## config.mk

```make
export PLATFORM = sky130hd
export DESIGN_NAME = id_ex_reg_flat
export DESIGN_NICKNAME = d
export VERILOG_FILES = /design/src/rtl/id_ex_if.sv /design/src/rtl/id_ex_reg.sv /design/src/flat_wrapper.sv
export SDC_FILE = /design/constraint.sdc
export NUM_CORES = 1
export LEC_CHECK = 0
export ABC_CLOCK_PERIOD_IN_PS = 11600
export CAP_MARGIN = 20
export CORE_ASPECT_RATIO = 1.2
export CORE_UTILIZATION = 25
export CTS_CLUSTER_SIZE = 30
export DETAILED_ROUTE_END_ITERATION = 8
export PLACE_DENSITY_LB_ADDON = 0.3
export SYNTH_ARGS = -nofsm -noshare
export SYNTH_HDL_FRONTEND = slang
export SYNTH_SLANG_ARGS = --single-unit
export TNS_END_PERCENT = 100
```

## constraint.sdc

```tcl
create_clock -name clk -period 11.6 [get_ports clk]
set_clock_uncertainty 0.1 [all_clocks]
set_input_delay 2.32 -clock clk [delete_from_list [all_inputs] [get_ports clk]]
set_output_delay 2.32 -clock clk [all_outputs]
set_load 0.1 [all_outputs]
```

## src/rtl/id_ex_if.sv

```systemverilog
// Bundle of Decode, Memory/Writeback forwarding and Execute-stage signals
// exchanged with the decode-to-execute pipeline register.
interface id_ex_if #(
    parameter int DATA_W = 32,
    parameter int CNT_W  = 16
);
    // Decode-side controls and operands
    logic              stallE;
    logic              flushE;
    logic              validD;
    logic [3:0]        ra1D;
    logic [3:0]        ra2D;
    logic [DATA_W-1:0] rd1D;
    logic [DATA_W-1:0] rd2D;
    logic [3:0]        wa3D;
    logic [DATA_W-1:0] immD;
    logic              regWriteD;
    logic              memToRegD;
    logic              memWriteD;
    logic [2:0]        aluControlD;

    // Younger results available for forwarding
    logic [3:0]        wa3M;
    logic              regWriteM;
    logic [DATA_W-1:0] aluResultM;
    logic [3:0]        wa3W;
    logic              regWriteW;
    logic [DATA_W-1:0] resultW;

    // Execute-stage view
    logic              validE;
    logic              regWriteE;
    logic              memToRegE;
    logic              memWriteE;
    logic [2:0]        aluControlE;
    logic [3:0]        wa3E;
    logic [DATA_W-1:0] immE;
    logic [DATA_W-1:0] srcAE;
    logic [DATA_W-1:0] srcBE;
    logic [1:0]        fwdAE;
    logic [1:0]        fwdBE;
    logic              loadUseStall;
    logic [CNT_W-1:0]  stallCount;

    modport master (
        output stallE, flushE, validD, ra1D, ra2D, rd1D, rd2D, wa3D, immD,
               regWriteD, memToRegD, memWriteD, aluControlD,
               wa3M, regWriteM, aluResultM, wa3W, regWriteW, resultW,
        input  validE, regWriteE, memToRegE, memWriteE, aluControlE, wa3E, immE,
               srcAE, srcBE, fwdAE, fwdBE, loadUseStall, stallCount
    );

    modport slave (
        input  stallE, flushE, validD, ra1D, ra2D, rd1D, rd2D, wa3D, immD,
               regWriteD, memToRegD, memWriteD, aluControlD,
               wa3M, regWriteM, aluResultM, wa3W, regWriteW, resultW,
        output validE, regWriteE, memToRegE, memWriteE, aluControlE, wa3E, immE,
               srcAE, srcBE, fwdAE, fwdBE, loadUseStall, stallCount
    );
endinterface

```

## src/rtl/id_ex_reg.sv

```systemverilog
// Decode-to-execute pipeline register with M/W operand forwarding,
// load-use bubble insertion and a saturating stall-cycle counter.
module id_ex_reg #(
    parameter int DATA_W = 32,
    parameter int CNT_W  = 16
) (
    input  logic   clk,
    input  logic   reset,
    id_ex_if.slave bus
);
    // Register 9 reads as PC+8 and is never a real forwarding/hazard target
    localparam logic [3:0] PC_REG = 4'd9;

    logic              valid_reg;
    logic              reg_write_reg;
    logic              mem_to_reg_reg;
    logic              mem_write_reg;
    logic [2:0]        alu_control_reg;
    logic [3:0]        wa3_reg;
    logic [DATA_W-1:0] imm_reg;
    logic [CNT_W-1:0]  stall_count_reg;

    logic              load_use;
    logic              bubble;
    logic              load;

    logic [3:0]        ra_d  [2];
    logic [DATA_W-1:0] rd_d  [2];
    logic [DATA_W-1:0] src   [2];
    logic [1:0]        fwd   [2];

    assign ra_d[0] = bus.ra1D;
    assign ra_d[1] = bus.ra2D;
    assign rd_d[0] = bus.rd1D;
    assign rd_d[1] = bus.rd2D;

    assign load_use = bus.validD && valid_reg && mem_to_reg_reg && (wa3_reg != PC_REG)
                      && ((bus.ra1D == wa3_reg) || (bus.ra2D == wa3_reg));

    // flushE outranks stallE, which in turn outranks the load-use bubble
    assign bubble = bus.flushE || (!bus.stallE && load_use);
    assign load   = !bus.flushE && !bus.stallE && !load_use;

    always_ff @(posedge clk or posedge reset) begin
        if (reset) begin
            valid_reg      <= 1'b0;
            reg_write_reg  <= 1'b0;
            mem_to_reg_reg <= 1'b0;
            mem_write_reg  <= 1'b0;
        end else if (bubble) begin
            valid_reg      <= 1'b0;
            reg_write_reg  <= 1'b0;
            mem_to_reg_reg <= 1'b0;
            mem_write_reg  <= 1'b0;
        end else if (load) begin
            valid_reg      <= bus.validD;
            reg_write_reg  <= bus.regWriteD;
            mem_to_reg_reg <= bus.memToRegD;
            mem_write_reg  <= bus.memWriteD;
        end
    end

    // Data fields are left untouched by a bubble; only a real load replaces them
    always_ff @(posedge clk or posedge reset) begin
        if (reset) begin
            alu_control_reg <= 3'd0;
            wa3_reg         <= 4'd0;
            imm_reg         <= '0;
        end else if (load) begin
            alu_control_reg <= bus.aluControlD;
            wa3_reg         <= bus.wa3D;
            imm_reg         <= bus.immD;
        end
    end

    always_ff @(posedge clk or posedge reset) begin
        if (reset) begin
            stall_count_reg <= '0;
        end else if (load_use && (stall_count_reg != {CNT_W{1'b1}})) begin
            stall_count_reg <= stall_count_reg + CNT_W'(1);
        end
    end

    generate
        for (genvar gi = 0; gi < 2; gi++) begin : g_operand
            logic [3:0]        ra_reg;
            logic [DATA_W-1:0] rd_reg;
            logic              hit_m;
            logic              hit_w;
            logic [DATA_W-1:0] src_next;
            logic [1:0]        fwd_next;

            always_ff @(posedge clk or posedge reset) begin
                if (reset) begin
                    ra_reg <= 4'd0;
                    rd_reg <= '0;
                end else if (load) begin
                    ra_reg <= ra_d[gi];
                    rd_reg <= rd_d[gi];
                end
            end

            assign hit_m = bus.regWriteM && (bus.wa3M == ra_reg) && (ra_reg != PC_REG);
            assign hit_w = bus.regWriteW && (bus.wa3W == ra_reg) && (ra_reg != PC_REG);

            // Memory wins over Writeback: it carries the younger value
            always_comb begin
                src_next = rd_reg;
                fwd_next = 2'b00;
                if (hit_m) begin
                    src_next = bus.aluResultM;
                    fwd_next = 2'b10;
                end else if (hit_w) begin
                    src_next = bus.resultW;
                    fwd_next = 2'b01;
                end
            end

            assign src[gi] = src_next;
            assign fwd[gi] = fwd_next;
        end
    endgenerate

    assign bus.validE       = valid_reg;
    assign bus.regWriteE    = reg_write_reg;
    assign bus.memToRegE    = mem_to_reg_reg;
    assign bus.memWriteE    = mem_write_reg;
    assign bus.aluControlE  = alu_control_reg;
    assign bus.wa3E         = wa3_reg;
    assign bus.immE         = imm_reg;
    assign bus.srcAE        = src[0];
    assign bus.srcBE        = src[1];
    assign bus.fwdAE        = fwd[0];
    assign bus.fwdBE        = fwd[1];
    assign bus.loadUseStall = load_use;
    assign bus.stallCount   = stall_count_reg;
endmodule

```

## src/flat_wrapper.sv

```systemverilog
// flat-port wrapper written by rule: the top's interface ports become plain ports
module id_ex_reg_flat 
#(
    parameter int DATA_W = 32,
    parameter int CNT_W  = 16
)
  (clk, reset, bus_stallE, bus_flushE, bus_validD, bus_ra1D, bus_ra2D, bus_rd1D, bus_rd2D, bus_wa3D, bus_immD, bus_regWriteD, bus_memToRegD, bus_memWriteD, bus_aluControlD, bus_wa3M, bus_regWriteM, bus_aluResultM, bus_wa3W, bus_regWriteW, bus_resultW, bus_validE, bus_regWriteE, bus_memToRegE, bus_memWriteE, bus_aluControlE, bus_wa3E, bus_immE, bus_srcAE, bus_srcBE, bus_fwdAE, bus_fwdBE, bus_loadUseStall, bus_stallCount);
  id_ex_if #(.DATA_W(DATA_W), .CNT_W(CNT_W)) bus_i ();
  input  logic clk;
  input  logic reset;
  input wire logic [$bits(bus_i.stallE)-1:0] bus_stallE;
  input wire logic [$bits(bus_i.flushE)-1:0] bus_flushE;
  input wire logic [$bits(bus_i.validD)-1:0] bus_validD;
  input wire logic [$bits(bus_i.ra1D)-1:0] bus_ra1D;
  input wire logic [$bits(bus_i.ra2D)-1:0] bus_ra2D;
  input wire logic [$bits(bus_i.rd1D)-1:0] bus_rd1D;
  input wire logic [$bits(bus_i.rd2D)-1:0] bus_rd2D;
  input wire logic [$bits(bus_i.wa3D)-1:0] bus_wa3D;
  input wire logic [$bits(bus_i.immD)-1:0] bus_immD;
  input wire logic [$bits(bus_i.regWriteD)-1:0] bus_regWriteD;
  input wire logic [$bits(bus_i.memToRegD)-1:0] bus_memToRegD;
  input wire logic [$bits(bus_i.memWriteD)-1:0] bus_memWriteD;
  input wire logic [$bits(bus_i.aluControlD)-1:0] bus_aluControlD;
  input wire logic [$bits(bus_i.wa3M)-1:0] bus_wa3M;
  input wire logic [$bits(bus_i.regWriteM)-1:0] bus_regWriteM;
  input wire logic [$bits(bus_i.aluResultM)-1:0] bus_aluResultM;
  input wire logic [$bits(bus_i.wa3W)-1:0] bus_wa3W;
  input wire logic [$bits(bus_i.regWriteW)-1:0] bus_regWriteW;
  input wire logic [$bits(bus_i.resultW)-1:0] bus_resultW;
  output wire logic [$bits(bus_i.validE)-1:0] bus_validE;
  output wire logic [$bits(bus_i.regWriteE)-1:0] bus_regWriteE;
  output wire logic [$bits(bus_i.memToRegE)-1:0] bus_memToRegE;
  output wire logic [$bits(bus_i.memWriteE)-1:0] bus_memWriteE;
  output wire logic [$bits(bus_i.aluControlE)-1:0] bus_aluControlE;
  output wire logic [$bits(bus_i.wa3E)-1:0] bus_wa3E;
  output wire logic [$bits(bus_i.immE)-1:0] bus_immE;
  output wire logic [$bits(bus_i.srcAE)-1:0] bus_srcAE;
  output wire logic [$bits(bus_i.srcBE)-1:0] bus_srcBE;
  output wire logic [$bits(bus_i.fwdAE)-1:0] bus_fwdAE;
  output wire logic [$bits(bus_i.fwdBE)-1:0] bus_fwdBE;
  output wire logic [$bits(bus_i.loadUseStall)-1:0] bus_loadUseStall;
  output wire logic [$bits(bus_i.stallCount)-1:0] bus_stallCount;
  assign bus_i.stallE = bus_stallE;
  assign bus_i.flushE = bus_flushE;
  assign bus_i.validD = bus_validD;
  assign bus_i.ra1D = bus_ra1D;
  assign bus_i.ra2D = bus_ra2D;
  assign bus_i.rd1D = bus_rd1D;
  assign bus_i.rd2D = bus_rd2D;
  assign bus_i.wa3D = bus_wa3D;
  assign bus_i.immD = bus_immD;
  assign bus_i.regWriteD = bus_regWriteD;
  assign bus_i.memToRegD = bus_memToRegD;
  assign bus_i.memWriteD = bus_memWriteD;
  assign bus_i.aluControlD = bus_aluControlD;
  assign bus_i.wa3M = bus_wa3M;
  assign bus_i.regWriteM = bus_regWriteM;
  assign bus_i.aluResultM = bus_aluResultM;
  assign bus_i.wa3W = bus_wa3W;
  assign bus_i.regWriteW = bus_regWriteW;
  assign bus_i.resultW = bus_resultW;
  assign bus_validE = bus_i.validE;
  assign bus_regWriteE = bus_i.regWriteE;
  assign bus_memToRegE = bus_i.memToRegE;
  assign bus_memWriteE = bus_i.memWriteE;
  assign bus_aluControlE = bus_i.aluControlE;
  assign bus_wa3E = bus_i.wa3E;
  assign bus_immE = bus_i.immE;
  assign bus_srcAE = bus_i.srcAE;
  assign bus_srcBE = bus_i.srcBE;
  assign bus_fwdAE = bus_i.fwdAE;
  assign bus_fwdBE = bus_i.fwdBE;
  assign bus_loadUseStall = bus_i.loadUseStall;
  assign bus_stallCount = bus_i.stallCount;
  id_ex_reg #(.DATA_W(DATA_W), .CNT_W(CNT_W)) u_core (.clk(clk), .reset(reset), .bus(bus_i));
endmodule
```

### Word-level counts from Yosys, hierarchy flattened

Index checks and enable logic that the tools add are counted.

| storage, ports and cells | value |
|---|---|
| ROM bits | 0 |
| memories kept | 0 |
| flip-flop bits (word level) | 131 |
| memory bits (writable) | 0 |
| word-level logic and storage cells | 61 |
| latch bits | 0 |

| operators by class | value |
|---|---|
| eq/ne operators | 10 |
| multiply operators | 0 |
| magnitude comparators | 0 |
| add/sub/neg operators | 1 |
| divide/modulo/power cells | 0 |
| multiplexer cells | 16 |
| bitwise operators | 0 |
| shift-type cells | 0 |
| reduce and logical (&&, ||, !) cells | 22 |

Operator list:

| kind | number |
|---|---|
| $mux W32 | 4 |
| $eq A4 B4 Y1 | 6 |
| $add A16 B1 Y16 const B | 1 |
| $logic_and A1 B1 Y1 | 16 |
| $ne A16 B16 Y1 const B | 1 |
| $ne A4 B4 Y1 const B | 3 |
| $mux W1 | 10 |
| $mux W2 | 2 |
| $logic_not A1 Y1 | 3 |
| $logic_or A1 B1 Y1 | 2 |
| $reduce_bool A2 Y1 | 1 |

### Logic depth before layout (Yosys ltp)

Gate-level depths: netlist of the first run.

| depth | value |
|---|---|
| depth after elaboration | 8 |
| gate-level depth with buffers | 7 |
| gate-level depth less buffers | 5 |

### Worst setup path after synthesis of the first run

OpenSTA, ideal clock, no wires.

| timing | value |
|---|---|
| path type | input port to output port |
| start point | input port bus_wa3W[3] |
| end point | output port bus_srcAE[10] |
| data arrival time | 4.886 ns |
| path slack | 4.294 ns |
| stages | 7 |
| cells stage by stage | or2_2 > o21ai_0 > and2_1 > clkbuf_1 > clkbuf_1 > nand2_1 > a31oi_1 |

| on the way | value |
|---|---|
| word-level cells in the longest chain between the ends | 5 |

RTL lines:

| what | line | source |
|---|---|---|
| start: declaration | flat_wrapper.sv:27 | `input wire logic [$bits(bus_i.wa3W)-1:0] bus_wa3W;` |
| $eq A4 B4 Y1 | id_ex_reg.sv:104 | `assign hit_w = bus.regWriteW && (bus.wa3W == ra_reg) && (ra_reg != PC_REG);` |
| $logic_and A1 B1 Y1 (2 in series) | id_ex_reg.sv:104 |  |
| $mux W32 | id_ex_reg.sv:113 | `end else if (hit_w) begin` |
| $mux W32 | id_ex_reg.sv:110 | `if (hit_m) begin` |
| end: declaration | flat_wrapper.sv:37 | `output wire logic [$bits(bus_i.srcAE)-1:0] bus_srcAE;` |

No other way between the ends.

### Final worst setup path of the first run

| timing | value |
|---|---|
| start point | input port bus_wa3W[3] |
| end point | output port bus_srcBE[2] |

| on the way | value |
|---|---|
| word-level cells in the longest chain between the ends | 5 |

RTL lines:

| what | line | source |
|---|---|---|
| $eq A4 B4 Y1 | id_ex_reg.sv:104 |  |
| $logic_and A1 B1 Y1 (2 in series) | id_ex_reg.sv:104 |  |
| $mux W32 | id_ex_reg.sv:113 |  |
| $mux W32 | id_ex_reg.sv:110 |  |
| end: declaration | flat_wrapper.sv:38 | `output wire logic [$bits(bus_i.srcBE)-1:0] bus_srcBE;` |

No other way between the ends.

==> results of run 1 <==
[layer usage]
metal	global-route usage, %	wire, um	up-vias
met5	0	22	-
met4	4.82	308	4
met3	5.33	1740	22
met2	25.5	10700	217
met1	18.5	9550	2765
li1	-	-	2895
[power by group]
group | internal, mW | leakage, nW | switching, mW
registers | 0.516 | 1.58 | 0.0417
clock network | 0.349 | 0.291 | 0.211
logic | 0.280 | 2.95 | 0.635
[synth_stat cells (2+ instances only)]
library cell | instances | area (sq um)
nand4_1 | 8 | 50.1
mux2_2 | 22 | 248
dfrtp_1 | 131 | 3280
nand3_1 | 11 | 55.1
mux2_4 | 90 | 1350
xnor2_1 | 31 | 272
clkbuf_1 | 17 | 63.8
nand2_1 | 144 | 541
a21oi_1 | 7 | 35.0
inv_1 | 3 | 11.3
buf_4 | 5 | 37.5
a31oi_1 | 64 | 400
and2_1 | 4 | 25.0
buf_1 | 2 | 7.51
nor2_1 | 74 | 278
or3b_2 | 4 | 35.0
nor3_1 | 3 | 15.0
and4_1 | 5 | 43.8
buf_2 | 11 | 55.1
xor2_1 | 4 | 35.0
buf_6 | 10 | 113
and3_1 | 4 | 25.0
o2111ai_1 | 2 | 17.5
or3_1 | 2 | 12.5
[logic make-up (layout without fill, tap and decap cells)]
| logic type | Yosys count | in the layout | synth area share [%] |
|---|---|---|---|
| AOI/OAI and AO/OA | 74 | 74 | 6.48 |
| xor gates and xnor gates | 35 | 35 | 4.34 |
| adders and majority gates | 1 | 1 | 0.177 |
| buffers and inverters | 48 | 363 | 4.08 |
| DFF | 131 | 131 | 46.4 |
| muxes | 112 | 112 | 22.6 |
| other | 0 | 1 | 0 |
| and+or+nand+nor | 264 | 264 | 15.9 |
[layout make-up]
| class | count | share of cell area [%] |
|---|---|---|
| diodes | 1 | 0.0224 |
| clock buffers | 19 | 4.05 |
| clock inverters | 12 | 1.41 |
| inverters | 3 | 0.145 |
| multi-input cells | 486 | 31.6 |
| flip-flops and latches | 131 | 29.3 |
| well taps | 379 | 4.24 |
| repair buffers | 329 | 29.2 |
[per-stage QoR]
stage	util [%]	hold WS, ns	setup slack, ns
detailed placement	38.0	0.387	3.42
global placement	38.0	0.382	3.48
global route	40.2	0.412	3.22
finish	40.2	0.387	3.48
CTS	40.2	0.397	3.40
floorplan	-	0.379	4.29
[cell usage in the layout, fill, tap and decap left out]
master | synthesis | final
a21oi_1 | 7 | 7
a31oi_1 | 64 | 64
and2_1 | 4 | 4
and3_1 | 4 | 4
and4_1 | 5 | 5
buf_4 | 5 | 9
bufinv_16 | 0 | 3
clkbuf_16 | 0 | 17
clkbuf_8 | 0 | 2
clkdlybuf4s50_1 | 0 | 320
clkinv_2 | 0 | 2
clkinv_4 | 0 | 4
clkinvlp_4 | 0 | 3
dfrtp_1 | 131 | 131
diode_2 | 0 | 1
ha_1 | 1 | 1
inv_1 | 3 | 2
inv_6 | 0 | 1
mux2_2 | 22 | 22
mux2_4 | 90 | 90
nand2_1 | 144 | 144
nand3_1 | 11 | 11
nand4_1 | 8 | 8
nand4bb_1 | 1 | 1
nor2_1 | 74 | 74
nor3_1 | 3 | 2
nor3_2 | 0 | 1
nor3b_1 | 1 | 1
nor4_1 | 1 | 1
o2111ai_4 | 0 | 2
o21ai_0 | 1 | 1
or2_2 | 1 | 1
or3_1 | 2 | 1
or3_4 | 0 | 1
or3b_1 | 1 | 1
or3b_2 | 4 | 4
xnor2_1 | 31 | 31
xor2_1 | 4 | 4
[worst max-delay path, delay by kind of cell]
kind            cells  cell delay, ns
compound gates      2            0.26
simple gates        3            1.02
buf+inv             3            2.07
[how the worst max path moves through the flow]
stage	from	to	slack, ns	cells past startpoint
2_1_floorplan	bus_wa3W[3]	bus_srcAE[10]	4.29	7
3_3_place_gp	bus_wa3W[0]	bus_srcBE[4]	3.48	8
3_5_place_dp	bus_wa3W[0]	bus_srcBE[4]	3.42	8
4_1_cts	bus_wa3W[0]	bus_srcBE[2]	3.40	8
5_1_grt	bus_wa3W[0]	bus_srcBE[9]	3.22	8
6_report	bus_wa3W[3]	bus_srcBE[2]	3.48	8
==> results.toml, run 1 <==
[power_and_ir_drop]
p_total_mw = 2.03
power_density_nw_per_um2 = 182
p_leak_nw = 4.82
peakVddDrop_mv = 0.0893

[setup_path]
crit_path_cell_trace = "clkdlybuf4s50_1, and2_1, a21oi_1, nor3_2, buf_4, nand2_1, a31oi_1, clkdlybuf4s50_1"
r2r_end = "u_core.g_operand[1].rd_reg[8]"
crit_top_cell = "clkdlybuf4s50_1"
r2r-start = "u_core.bus.wa3E[2]"
cpMaxStageDelayCell = "clkdlybuf4s50_1"
ff2ff_path_depth = 7
cp_data_arrival_time_ns = 5.70
cp-start-kind = "primary input"
end_kind = "primary output"
cp_max_fo = 21
cp.required_ns = 9.18
critPathMaxStageDelay_ns = 1.15
critical_path_class = "in2out"
regToRegSetupSlack_ns = 7.97

[synth]
async_flop_share_pct = 100
syn_nets = 859
synth_edf_count = 0
ys_ff_latch = 131
yosysSeqAreaShare_pct = 46.4
syn_area_sq_um = 7060
yosysWarnings = 0
synth_cells = 665
syn_avg_cell_area_sq_um = 10.6
synthDistinctLibCells = 31
synth_ff_type = "dfrtp_1"

[global_route]
grt-ovfl-total = 0
track_usage_pct = 15.3
grt_pass1_wl_mm = 33.6
grt_max_degree = 68
grt_pass1_vias = 5920
antenna_found_initial = 3

[detailed_routing]
firstDrtPassIters = 4
drc = 0
via_per_inst = 4.34
first_iter_violations = 238
wl_per_cell_um = 16.4
vias = 5903
wirelength_mm = 22.3
ant_nets = 0

[die]
die_h_um = 186
die_x_um = 155
start_util_pct = 25.4
die-area_sq_um = 28900
rows = 67
io_pins = 321
core_area_sq_um = 27800

[layout]
syn_to_final_growth_pct = 58.5
fin_cells = 1360
multi_input_area_sq_um = 3540
largest_reg_flops = 64
area.sequential_sq_um = 3280
fillers = 2780
drive_gt1_share_pct = 16.5
final_area_sq_um = 11200
layout.nets = 1162

[sta]
min_period_ns = 8.12
maxSlewHeadroom_pct = 27.4
fmax_ghz = 0.123
fin_crit_sh_pct = 70.0
hold_violations = 0
drv_slew = 0
tightest_slew_ns = 1.09
finalSetupViolations = 0
setup_tns_ns = 0
rsz0062_at_grt = "false"

[placement]
dpl.hpwl_mm = 16.2
dpl_cell_area_sq_um = 10600
io_buffer_count = 320
place_congestion = 0.790
place_inst = 1328

[run_status]
outcome = "finished clean"

[clocking]
cts_resized = 0
cts_buffer_depth = 2
htree_num_levels = 4
cts_buffers = 17
cts_tree = "built"
hold_buffers = 0
clk-insertion-delay-late_ns = 0.42
clockRootBuffer = "clkbuf_16"
post_cts.repair.setup_buffers = 0
cts.clk_slew.worst_paths_ns = 0.06
clock-sinks = 131

[min_path]
min_delay_path_depth = 1
holdCritPathClass = "reg2reg"
worstHoldStart = "u_core.bus.stallCount[5]"
worstHoldEndpoint = "u_core.bus.stallCount[5]"

[run]
maxCapViolCount = 0
Power figures use the tool's default switching activity.
==> run 2, diff against run 1 <==
--- a/config.mk
+++ b/config.mk
@@ -5,7 +5,7 @@
 export SDC_FILE = /design/constraint.sdc
 export NUM_CORES = 1
 export LEC_CHECK = 0
-export ABC_CLOCK_PERIOD_IN_PS = 11600
+export ABC_CLOCK_PERIOD_IN_PS = 7850
 export CAP_MARGIN = 20
 export CORE_ASPECT_RATIO = 1.2
 export CORE_UTILIZATION = 25
==> constraint.sdc (replaced) <==
create_clock -name clk -period 7.85 [get_ports clk]
set_clock_uncertainty 0.1 [all_clocks]
set_input_delay 1.57 -clock clk [delete_from_list [all_inputs] [get_ports clk]]
set_output_delay 1.57 -clock clk [all_outputs]
set_load 0.1 [all_outputs]
==> run 2 against run 1 <==
Sequential share of layout area increased by 0.49 points. Non-clock buffer count unchanged. Routed wire length decreased by 0.90%. Core utilization decreased by 0.67 points. Final cell count about the same. Global-route usage increased by 0.088 points. Die area unchanged. First-iteration DRC count increased by 4.6%. Setup slack got worse by 1.4 ns. Highest routed layer unchanged.
==> results.toml, run 2 (same netlist as run 1, synthesis figures left out) <==
[run_status]
outcome = "finished clean"

[detailed_routing]
via_per_inst = 4.37
vias = 5946
wirelength_mm = 22.1
wl_per_cell_um = 16.2
first_iter_violations = 249
firstDrtPassIters = 4
ant_nets = 0
drc = 0

[die]
start_util_pct = 25.4
io_pins = 321
core_area_sq_um = 27800
die-area_sq_um = 28900
die_x_um = 155
rows = 67
die_h_um = 186

[setup_path]
crit_path_cell_trace = "clkdlybuf4s50_1, and2_1, a21oi_1, nor3_2, buf_4, nand2_1, a31oi_1, buf_4"
cp_data_arrival_time_ns = 4.12
cp-start-kind = "primary input"
end_kind = "primary output"
cpMaxStageDelayCell = "nor3_2"
critPathMaxStageDelay_ns = 0.79
crit_top_cell = "buf_4"
critical_path_class = "in2out"
regToRegSetupSlack_ns = 4.74
cp.required_ns = 6.18
cp_max_fo = 21
crit_buf_inv = 3
cp_top_family = "buffers and inverters"

[clocking]
cts_tree = "built"
cts_resized = 0
hold_buffers = 0
htree_num_levels = 4
post_cts.repair.setup_buffers = 0
clk-insertion-delay-late_ns = 0.42
clockRootBuffer = "clkbuf_16"
cts.clk_slew.worst_paths_ns = 0.06
cts_buffers = 17
clock-sinks = 131
cts_buffer_depth = 2

[power_and_ir_drop]
peakVddDrop_mv = 0.123
power_density_nw_per_um2 = 266
p_leak_nw = 4.86

[min_path]
holdCritPathClass = "reg2reg"

[layout]
mostFrequentLayoutCell = "clkdlybuf4s50_1"
syn_to_final_growth_pct = 55.9
fin_util_pct = 39.6
most-common-layout-cells = "clkdlybuf4s50_1 (256), nand2_1 (144), dfrtp_1 (131)"
largest_reg_flops = 64
fillers = 2860
area.sequential_sq_um = 3280
multi_input_area_sq_um = 3540
layout.nets = 1162
drive_gt1_share_pct = 23.1

[sta]
maxSlewHeadroom_pct = 29.1
finalSetupViolations = 0
min_period_ns = 5.79
tightest_slew_ns = 1.06
fin_crit_sh_pct = 73.7
rsz0062_at_grt = "false"
hold_violations = 0
drv_slew = 0
fmax_ghz = 0.173
setup_tns_ns = 0

[run]
maxCapViolCount = 0

[global_route]
track_usage_pct = 15.4
antenna_found_initial = 2
grt-ovfl-total = 0
grt_pass1_vias = 6005
grt_pass1_wl_mm = 33.8
grt_max_degree = 72

[placement]
dpl.hpwl_mm = 16.1
place_congestion = 0.773
io_buffer_count = 320
## run 2: routing by layer
| metal | vias to the layer above | GRT usage (%) | share of wire (%) |
|---|---|---|---|
| met5 | - | 0 | 0.036 |
| met4 | 2 | 5.22 | 1.4 |
| met3 | 15 | 5.66 | 7.8 |
| met2 | 213 | 26.1 | 49 |
| met1 | 2807 | 17.9 | 42 |
| li1 | 2909 | - | - |
## run 2: final cells by class
cell class                      instances  area share, %
Clock buffer                           17           3.86
Timing Repair Buffer                  329           28.4
Inverter                                3          0.148
Multi-Input combinational cell        486           32.2
Clock inverter                         15           1.34
Antenna cell                            1         0.0227
Tap cell                              379           4.31
Sequential cell                       131           29.8
## run 2: where the power goes
part,switching [mW],internal [mW]
Sequential,0.0601,0.762
Combinational,0.941,0.389
Clock,0.335,0.444
## run 2: per-stage QoR
step	power [mW]	hold slack (ns)	cell area (sq um)	setup WS (ns)	instances
after floorplan	1.83	0.379	7060	2.04	665
after global placement	2.17	0.385	10400	2.11	1328
after detailed placement	2.17	0.388	10400	2.01	1328
after CTS	2.98	0.399	11000	2.00	1360
after global routing	3.06	0.405	11000	1.73	1360
final	2.93	0.387	11000	2.06	1361
## run 2: worst reg2reg max path: stages, from the launching register on
cell and delay, ns:
dfrtp_1 0.45, xnor2_1 0.20, nand4_1 0.12, a21oi_1 0.15
buf_4 0.26, or3_4 0.77, buf_12 0.47, mux2_2 0.49
## run 2: worst paths after layout
path,from,endpoint,depth (start not counted)
setup / recovery,bus_wa3W[3],bus_srcBE[6],8
hold / removal,u_core.bus.stallCount[5],u_core.bus.stallCount[5],1
setup reg to reg,u_core.bus.wa3E[2],u_core.bus.wa3E[1],7
hold reg to reg,u_core.bus.stallCount[5],u_core.bus.stallCount[5],1
max in group asynchronous,reset,u_core.g_operand[0].rd_reg[19],3
min in group asynchronous,reset,u_core.bus.immE[27],2
==> run 3, diff against run 2 <==
--- a/config.mk
+++ b/config.mk
@@ -5,7 +5,7 @@
 export SDC_FILE = /design/constraint.sdc
 export NUM_CORES = 1
 export LEC_CHECK = 0
-export ABC_CLOCK_PERIOD_IN_PS = 7850
+export ABC_CLOCK_PERIOD_IN_PS = 5800
 export CAP_MARGIN = 20
 export CORE_ASPECT_RATIO = 1.2
 export CORE_UTILIZATION = 25
==> constraint.sdc (replaced) <==
create_clock -name clk -period 5.8 [get_ports clk]
set_clock_uncertainty 0.1 [all_clocks]
set_input_delay 1.16 -clock clk [delete_from_list [all_inputs] [get_ports clk]]
set_output_delay 1.16 -clock clk [all_outputs]
set_load 0.1 [all_outputs]
==> run 3 against run 2 <==
Critical path depth stayed put. Power is 47% higher. Sequential share of layout area is 2.2 points lower. Via count is 1.1% higher. Final area is 8.1% higher. Highest routed layer unchanged.
==> results.toml, run 3 (same netlist as run 1, synthesis figures left out) <==
[layout]
drive_gt1_share_pct = 23.8
layout.nets = 1165
syn_to_final_growth_pct = 68.5
most-common-layout-cells = "clkdlybuf4s50_1 (251), nand2_1 (144), dfrtp_1 (131)"
mostFrequentLayoutCell = "clkdlybuf4s50_1"
final_area_sq_um = 11900
largest_reg_flops = 64

[setup_path]
cp_max_fo = 21
end_kind = "primary output"
cp-start-kind = "primary input"
critical_path_class = "in2out"
r2r-start = "u_core.bus.wa3E[3]"
cp.required_ns = 4.54
cp-startpoint = "bus_wa3W[3]"
cp_data_arrival_time_ns = 3.57
ff2ff_path_depth = 6

[sta]
setup_tns_ns = 0
hold_violations = 0
min_period_ns = 4.83
fin_crit_sh_pct = 83.3
tightest_slew_ns = 1.01
fmax_ghz = 0.207
maxSlewHeadroom_pct = 32.2
drv_slew = 0
finalSetupViolations = 0
rsz0062_at_grt = "false"

[detailed_routing]
firstDrtPassIters = 4
wl_per_cell_um = 16.8
via_per_inst = 4.41
first_iter_violations = 253
wirelength_mm = 23.0
ant_nets = 0
vias = 6013
drc = 0

[global_route]
grt_pass1_vias = 6053
grt_pass1_wl_mm = 34.6
antenna_found_initial = 6
grt-ovfl-total = 0
grt_max_degree = 97
track_usage_pct = 15.8

[power_and_ir_drop]
p_leak_nw = 5.21
peakVddDrop_mv = 0.175
power_density_nw_per_um2 = 363

[clocking]
cts_resized = 0
clockRootBuffer = "clkbuf_16"
clk-insertion-delay-late_ns = 0.41
post_cts.repair.setup_buffers = 0
cts.clk_slew.worst_paths_ns = 0.06
cts_buffers = 17
cts_tree = "built"
cts_buffer_depth = 2
clock-sinks = 131
hold_buffers = 0
htree_num_levels = 4

[min_path]
min_delay_path_depth = 1
worstHoldStart = "u_core.bus.stallCount[5]"
holdCritPathClass = "reg2reg"

[placement]
dpl_cell_area_sq_um = 11300
io_buffer_count = 320
dpl.hpwl_mm = 16.8
place_congestion = 0.760

[die]
rows = 67
core_area_sq_um = 27800
start_util_pct = 25.4
io_pins = 321
die-area_sq_um = 28900
die_x_um = 155
die_h_um = 186

[run_status]
outcome = "finished clean"

[run]
maxCapViolCount = 0
## run 3: cell types whose count changed in the layout (fill, tap and decap cells not counted), sizes merged
cell           previous run  this run
bufinv                    1         3
inv                      10         4
diode                     1         2
buf                      73        81
clkinvlp                  6         5
clkbuf                   17        20
clkinv                    1         3
clkdlybuf4s50           256       251
## run 3: worst max-delay path, stage by stage
cell	delay [ns]
clkdlybuf4s50_1	0.45
and2_1	0.17
a21oi_1	0.20
or3_1	0.55
buf_4	0.40
nand2_1	0.10
a31oi_1	0.31
buf_12	0.22
## run 3: metrics by stage
stage | total power, mW | worst slack [ns] | utilization [%] | std cells | hold WS (ns)
finish | 4.32 | 0.968 | 42.7 | 1365 | 0.397
global route | 4.48 | 0.786 | 42.7 | 1364 | 0.419
CTS | 4.38 | 0.899 | 42.7 | 1363 | 0.405
detailed placement | 3.22 | 0.906 | 40.5 | 1331 | 0.392
global placement | 3.22 | 0.953 | 40.5 | 1331 | 0.389
floorplan | 2.47 | 0.814 | - | 665 | 0.379
## run 3: path summary, 6_finish.rpt
| kind | slack (ns) | to |
|---|---|---|
| max in group asynchronous | 3.32 | u_core.g_operand[1].rd_reg[11] |
| min in group asynchronous | 1.23 | u_core.bus.immE[18] |
| worst min-delay path | 0.40 | u_core.bus.stallCount[5] |
| worst max register to register | 2.90 | u_core.g_operand[1].rd_reg[7] |
| worst min register to register | 0.40 | u_core.bus.stallCount[5] |
| worst max-delay path | 0.97 | bus_srcBE[3] |
## run 3: power breakdown
part / internal [mW] / switching (mW)
combinational: 0.756 / 1.33
sequential: 1.03 / 0.0828
clock: 0.700 / 0.424
## run 3: routing by layer
layer / up-vias / wire length [um] / global-route usage (%)
li1: 2905 / - / -
met1: 2850 / 9630 / 18.8
met2: 226 / 11200 / 26.9
met4: 6 / 420 / 5.53
met3: 26 / 1680 / 4.98
met5: - / 41 / 0
## run 3: final cells by class
| class | instances | area [sq um] |
|---|---|---|
| diodes | 2 | 5.00 |
| clock inverters | 12 | 155 |
| well taps | 379 | 474 |
| flip-flops and latches | 131 | 3280 |
| inverters | 3 | 16.3 |
| fillers | 2676 | 15900 |
| clock buffers | 20 | 457 |
| multi-input cells | 486 | 3540 |
| repair buffers | 332 | 3970 |
==> RTL change 1, RTL diff (settings of run 2) <==
Make the reset (`reset`) synchronous in 4 clocked blocks.
--- a/src/rtl/id_ex_reg.sv
+++ b/src/rtl/id_ex_reg.sv
@@ -42,5 +42,5 @@
     assign load   = !bus.flushE && !bus.stallE && !load_use;
 
-    always_ff @(posedge clk or posedge reset) begin
+    always_ff @(posedge clk) begin
         if (reset) begin
             valid_reg      <= 1'b0;
@@ -62,5 +62,5 @@
 
     // Data fields are left untouched by a bubble; only a real load replaces them
-    always_ff @(posedge clk or posedge reset) begin
+    always_ff @(posedge clk) begin
         if (reset) begin
             alu_control_reg <= 3'd0;
@@ -74,5 +74,5 @@
     end
 
-    always_ff @(posedge clk or posedge reset) begin
+    always_ff @(posedge clk) begin
         if (reset) begin
             stall_count_reg <= '0;
@@ -91,5 +91,5 @@
             logic [1:0]        fwd_next;
 
-            always_ff @(posedge clk or posedge reset) begin
+            always_ff @(posedge clk) begin
                 if (reset) begin
                     ra_reg <= 4'd0;
Check against the original RTL: differs if reset is asserted again (counterexample within 4 cycles, from zero or initial values and one cycle with reset high); with reset held inactive, the same outputs for 4 cycles.
==> RTL change 1 against run 2 <==
  * Core utilization increased by 0.35 points
  * Sequential cell count stayed put
  * Area after synthesis is 3.1% higher
  * Fmax shrank 9.9%
  * Non-clock buffer count rose by 11
  * Routed wire length increased by 22%
  * Cell area rose by 3.9%
  * Worst setup slack worse by 640 ps
Power is not compared: it rests on default switching activity, and its combinational part moved more than twofold at a synthesized area within 25%.
==> RTL change 1: results (changes against run 2) <==
| Metric | Value |
|---|---|
| Final WL | `26.9 mm (was 22.1 mm)` |
| Nets | `1,347 (was 1,162)` |
| Synth Area in XOR/XNOR | `2.41% (was 4.34%)` |
| Gr usage total | `18.0% (was 15.4%)` |
| Met2 WL | `13.1 mm (was 10.8 mm)` |
| CTS Buffer Depth | `2 (unchanged)` |
| Pin count of the biggest net entering global routing | `100 (was 72)` |
| Cell variety after synth | `46 (was 31)` |
| Avg Inst Size Synth | `8.23 sq um (was 10.6 sq um)` |
| Worst hold slack | `358 ps (was 387 ps)` |
| Worst R2R Start | `u_core.bus.wa3E[3] (was u_core.bus.wa3E[2])` |
| R2R Setup Slk | `4870 ps (was 4740 ps)` |
| Seq/Total Area, Yosys | `36.0% (was 46.4%)` |
| CP max stage cell | `clkdlybuf4s50_1 (was nor3_2)` |
| Adder-Cell Fraction of Synth Area | `0.172% (was 0.177%)` |
| Async set-reset flop share out of synthesis | `0% (was 100%)` |
| Synth area leaders | `dfxtp_1 36%, mux2i_1 14%, o31ai_1 8.4% (was dfrtp_1 46%, mux2_4 19%, nand2_1 7.7%)` |
| Slew HR | `31.7% (was 29.1%)` |
| Starting DRT DRC Count | `306 (was 249)` |
| Post-synthesis mux area share | `14.5% (was 22.6%)` |
| RR Endpoint | `u_core.bus.immE[7] (was u_core.bus.wa3E[1])` |
| Crit path largest cell delay | `1170 ps (was 790 ps)` |
| Placed inst area | `0.0108 sq mm (was 0.0104 sq mm)` |
| Compound-cell area share of the yosys netlist | `20.2% (was 6.48%)` |
| Top layer in use | `met4 (was met5)` |
| Run status | `finished clean (unchanged)` |
| Filler cell count | `2,915 (was 2,860)` |
| Top cell types by occurrence after synthesis | `131 x dfxtp_1, 101 x mux2i_1, 92 x a21oi_1, 83 x nand3_1, 81 x o31ai_1 (was 144 x nand2_1, 131 x dfrtp_1, 90 x mux2_4, 74 x nor2_1, 64 x a31oi_1)` |
| Fraction of layout cells with a size suffix above 1 | `7.03% (was 23.1%)` |
| Final estimated routing congestion in global placement | `0.843 (was 0.773)` |
| Via-to-Cell Ratio | `4.85 (was 4.37)` |
| Vias in the first global route | `7,434 (was 6,005)` |
| Detailed Place HPWL | `18.8 mm (was 16.1 mm)` |
| Post-Syn Nets | `1,079 (was 859)` |
| Finished Layout Cells | `1,553 (was 1,361)` |
| Worst-case reg-to-reg path depth | `8 (was 7)` |
| Most frequent cell after synthesis | `dfxtp_1 (was nand2_1)` |
| CTS Buf Count | `17 (unchanged)` |
| Global-route wire length before repair | `41.7 mm (was 33.8 mm)` |
| Met1 WL | `11.1 mm (was 9.26 mm)` |
| Inst Count DP | `1,519 (was 1,328)` |
| CP max FO | `29 (was 21)` |
| Hold_sp | `u_core.bus.regWriteE (was u_core.bus.stallCount[5])` |
| Hold Path Depth | `2 (was 1)` |
RTL change 1: cell types whose count changed after synthesis, sizes merged, moves of 66 or more:
cell           run 2  this run
dfxtp              0       131
mux2             112         4
mux2i              0       101
o31ai              0        81
nand3             11        83
nand2b             0        74
dfrtp            131         0
o21ai              1        69
nor2              74         8
nand2            144        72
a21oi              7        92
RTL change 1: layer usage:
| layer | up-vias | global-route usage, % |
|---|---|---|
| met5 | - | 0 |
| met4 | 0 | 6.42 |
| met3 | 31 | 5.61 |
| met2 | 250 | 30.9 |
| met1 | 3526 | 20.8 |
| li1 | 3731 | - |
RTL change 1: cells by family after synthesis:
kind of cell	after synthesis
DFF	131
and+or+nand+nor	284
muxes	105
adders and majority gates	1
buffers and inverters	96
xor gates and xnor gates	20
AOI/OAI and AO/OA	248
RTL change 1: layout make-up:
class / count / area share (%)
Clock buffer: 20 / 4.08
Timing Repair Buffer: 340 / 29.2
Inverter: 5 / 0.164
Sequential cell: 131 / 22.9
Clock inverter: 12 / 1.77
Multi-Input combinational cell: 658 / 37.6
Antenna cell: 2 / 0.0437
Tap cell: 385 / 4.21
RTL change 1: worst max path at each step:
| stage | start | endpoint | cells after the start |
|---|---|---|---|
| after floorplan | bus_wa3W[0] | bus_srcAE[10] | 5 |
| after global placement | bus_wa3M[0] | bus_srcAE[6] | 8 |
| after detailed placement | bus_wa3M[0] | bus_srcBE[4] | 8 |
| after CTS | bus_wa3M[0] | bus_srcBE[4] | 8 |
| after global routing | bus_wa3M[0] | bus_srcAE[15] | 8 |
| final | bus_wa3M[0] | bus_srcBE[4] | 8 |
RTL change 1: critical path: cells and delay by family:
family | cells | cell delay, ps
and+or+nand+nor | 2 | 230
AOI/OAI and AO/OA | 2 | 750
buffers and inverters | 3 | 2040
xor gates and xnor gates | 1 | 150
RTL change 1: per-stage QoR:
step                util [%]  setup slack [ps]
finish                  39.9              1420
CTS                     39.9              1370
detailed placement      37.6              1370
floorplan                  -              1410
global placement        37.6              1430
global route            39.9              1230
RTL change 1: power by group through the flow:
stage | Clock, mW | Sequential (mW) | Combinational [mW]
3_5_place_dp | 0 | 0.727 | 0.571
4_1_cts | 0.935 | 0.713 | 0.573
2_1_floorplan | 0 | 0.798 | 0.295
3_3_place_gp | 0 | 0.727 | 0.569
5_1_grt | 0.963 | 0.716 | 0.595
6_report | 0.910 | 0.713 | 0.569
==> RTL change 2, RTL diff (settings of run 2) <==
Made on the original files. `CNT_W` is set to 16 in 3 places; all go to 12.
--- a/src/rtl/id_ex_if.sv
+++ b/src/rtl/id_ex_if.sv
@@ -3,5 +3,5 @@
 interface id_ex_if #(
     parameter int DATA_W = 32,
-    parameter int CNT_W  = 16
+    parameter int CNT_W  = 12
 );
     // Decode-side controls and operands
--- a/src/rtl/id_ex_reg.sv
+++ b/src/rtl/id_ex_reg.sv
@@ -3,5 +3,5 @@
 module id_ex_reg #(
     parameter int DATA_W = 32,
-    parameter int CNT_W  = 16
+    parameter int CNT_W  = 12
 ) (
     input  logic   clk,
--- a/src/flat_wrapper.sv
+++ b/src/flat_wrapper.sv
@@ -3,5 +3,5 @@
 #(
     parameter int DATA_W = 32,
-    parameter int CNT_W  = 16
+    parameter int CNT_W  = 12
 )
   (clk, reset, bus_stallE, bus_flushE, bus_validD, bus_ra1D, bus_ra2D, bus_rd1D, bus_rd2D, bus_wa3D, bus_immD, bus_regWriteD, bus_memToRegD, bus_memWriteD, bus_aluControlD, bus_wa3M, bus_regWriteM, bus_aluResultM, bus_wa3W, bus_regWriteW, bus_resultW, bus_validE, bus_regWriteE, bus_memToRegE, bus_memWriteE, bus_aluControlE, bus_wa3E, bus_immE, bus_srcAE, bus_srcBE, bus_fwdAE, bus_fwdBE, bus_loadUseStall, bus_stallCount);
Interface: changed (resized bus_stallCount); port bits go from 321 to 317. The function was not compared with the original's and may differ.
==> RTL change 2 against run 2 <==
  * Routed wire length is 2.3% lower
  * Worst setup slack worse by 550 ps
  * Total power is 0.37% higher
  * Cell area is 4.7% lower
  * Sequential cell count is 4 lower
  * Area after synthesis is 7.8% lower
  * Via count is 1.3% lower
  * Critical path type unchanged
  * Largest power group unchanged
  * Combinational power is 3% lower
==> RTL change 2: results (changes against run 2) <==
| Metric | Value |
|---|---|
| Crit path largest cell delay | `1170 ps (was 790 ps)` |
| Run status | `finished clean (unchanged)` |
| Final estimated routing congestion in global placement | `0.752 (was 0.773)` |
| I/O Buffers | `316 (was 320)` |
| Cell variety after synth | `35 (was 31)` |
| M2 GR Usage | `28.2% (was 26.1%)` |
| Pin count of the biggest net entering global routing | `67 (was 72)` |
| Initial antenna violation count | `0 (was 2)` |
| Placed inst area | `0.00986 sq mm (was 0.0104 sq mm)` |
| Nets | `1,143 (was 1,162)` |
| M3 GR Usage | `5.50% (was 5.66%)` |
| CP arrival | `4660 ps (was 4120 ps)` |
| Cells after Synth | `648 (was 665)` |
| Detailed Place HPWL | `15.8 mm (was 16.1 mm)` |
| Slew HR | `31.2% (was 29.1%)` |
| Peak VDD IR | `0.000140 V (was 0.000123 V)` |
| Synth area leaders | `dfrtp_1 49%, mux2_2 16%, nand2_1 8.1% (was dfrtp_1 46%, mux2_4 19%, nand2_1 7.7%)` |
| Top cell types by occurrence after synthesis | `141 x nand2_1, 127 x dfrtp_1, 94 x mux2_2, 76 x nor2_1, 64 x a31oi_1 (was 144 x nand2_1, 131 x dfrtp_1, 90 x mux2_4, 74 x nor2_1, 64 x a31oi_1)` |
| Via-to-Cell Ratio | `4.54 (was 4.37)` |
| Fraction of layout cells with a size suffix above 1 | `19.2% (was 23.1%)` |
| Pleak | `4.43 nW (was 4.86 nW)` |
| RR Endpoint | `u_core.g_operand[1].ra_reg[0] (was u_core.bus.wa3E[1])` |
| Met3 WL | `1.64 mm (was 1.72 mm)` |
| Starting DRT DRC Count | `148 (was 249)` |
| Top layer in use | `met4 (was met5)` |
| Grt met1 use | `18.6% (was 17.9%)` |
| Worst slack, placed | `1460 ps (was 2010 ps)` |
| CP max stage cell | `clkdlybuf4s50_1 (was nor3_2)` |
| Vias in the first global route | `5,762 (was 6,005)` |
| Inst Count DP | `1,260 (was 1,328)` |
| Global-route wire length before repair | `32.7 mm (was 33.8 mm)` |
| Gr usage total | `16.1% (was 15.4%)` |
| Critical Path End | `bus_srcAE[23] (was bus_srcBE[6])` |
| Worst R2R Start | `u_core.bus.wa3E[1] (was u_core.bus.wa3E[2])` |
| Final WL | `21.6 mm (was 22.1 mm)` |
| Seq/Total Area, Yosys | `48.8% (was 46.4%)` |
| Met2 WL | `10.9 mm (was 10.8 mm)` |
| R2R Setup Slk | `4360 ps (was 4740 ps)` |
| Met1 WL | `8.73 mm (was 9.26 mm)` |
| Peak Freq | `158 MHz (was 173 MHz)` |
| Drt pass-1 iters | `4 (unchanged)` |
| Worst hold slack | `393 ps (was 387 ps)` |
| CP max FO | `32 (was 21)` |
| Post-Syn Nets | `842 (was 859)` |
RTL change 2: cell count changes in the layout (fill, tap and decap cells not counted), sizes merged, moves of 5 or more:
cell / before / now
xor2: 4 / 19
clkdlybuf4s50: 256 / 277
nand4: 8 / 1
buf: 73 / 48
xnor2: 31 / 11
clkinvlp: 6 / 1
RTL change 2: cell families (layout without fill, tap and decap cells):
family	Yosys count	in the layout	synth area share [%]
AO/OA/AOI/OAI	75	75	7.20
XOR/XNOR	30	30	4.03
adder cells (fa/ha/maj)	1	1	0.192
buffers and inverters	48	362	4.19
flip-flops	127	127	48.8
multiplexers	113	113	19.5
AND/OR/NAND/NOR	254	254	16.1
RTL change 2: how the worst min path moves through the flow:
stage | start | to | cells after the start
floorplan | u_core.g_operand[0].rd_reg[1] | u_core.g_operand[0].rd_reg[1] | 1
global placement | u_core.g_operand[0].rd_reg[2] | u_core.g_operand[0].rd_reg[2] | 1
detailed placement | u_core.g_operand[1].rd_reg[8] | u_core.g_operand[1].rd_reg[8] | 1
CTS | u_core.g_operand[1].rd_reg[2] | u_core.g_operand[1].rd_reg[2] | 1
global route | u_core.g_operand[1].rd_reg[1] | u_core.g_operand[1].rd_reg[1] | 1
finish | u_core.g_operand[1].rd_reg[0] | u_core.g_operand[1].rd_reg[0] | 1
RTL change 2: report_power, final:
| part | switching (mW) | total (mW) | internal (mW) |
|---|---|---|---|
| logic | 0.936 | 1.29 | 0.352 |
| registers | 0.0556 | 0.797 | 0.741 |
| clock network | 0.335 | 0.857 | 0.522 |
| total | 1.33 | 2.94 | 1.61 |
RTL change 2: cell type report:
class                      instances  area (sq um)
fill                            2523         15100
sequential                       127          3180
timing repair buffer             325          3130
multi-input combinational        473          3110
clock buffer                      18           439
tap                              330           413
clock inverter                    14           193
inverter                           5          23.8
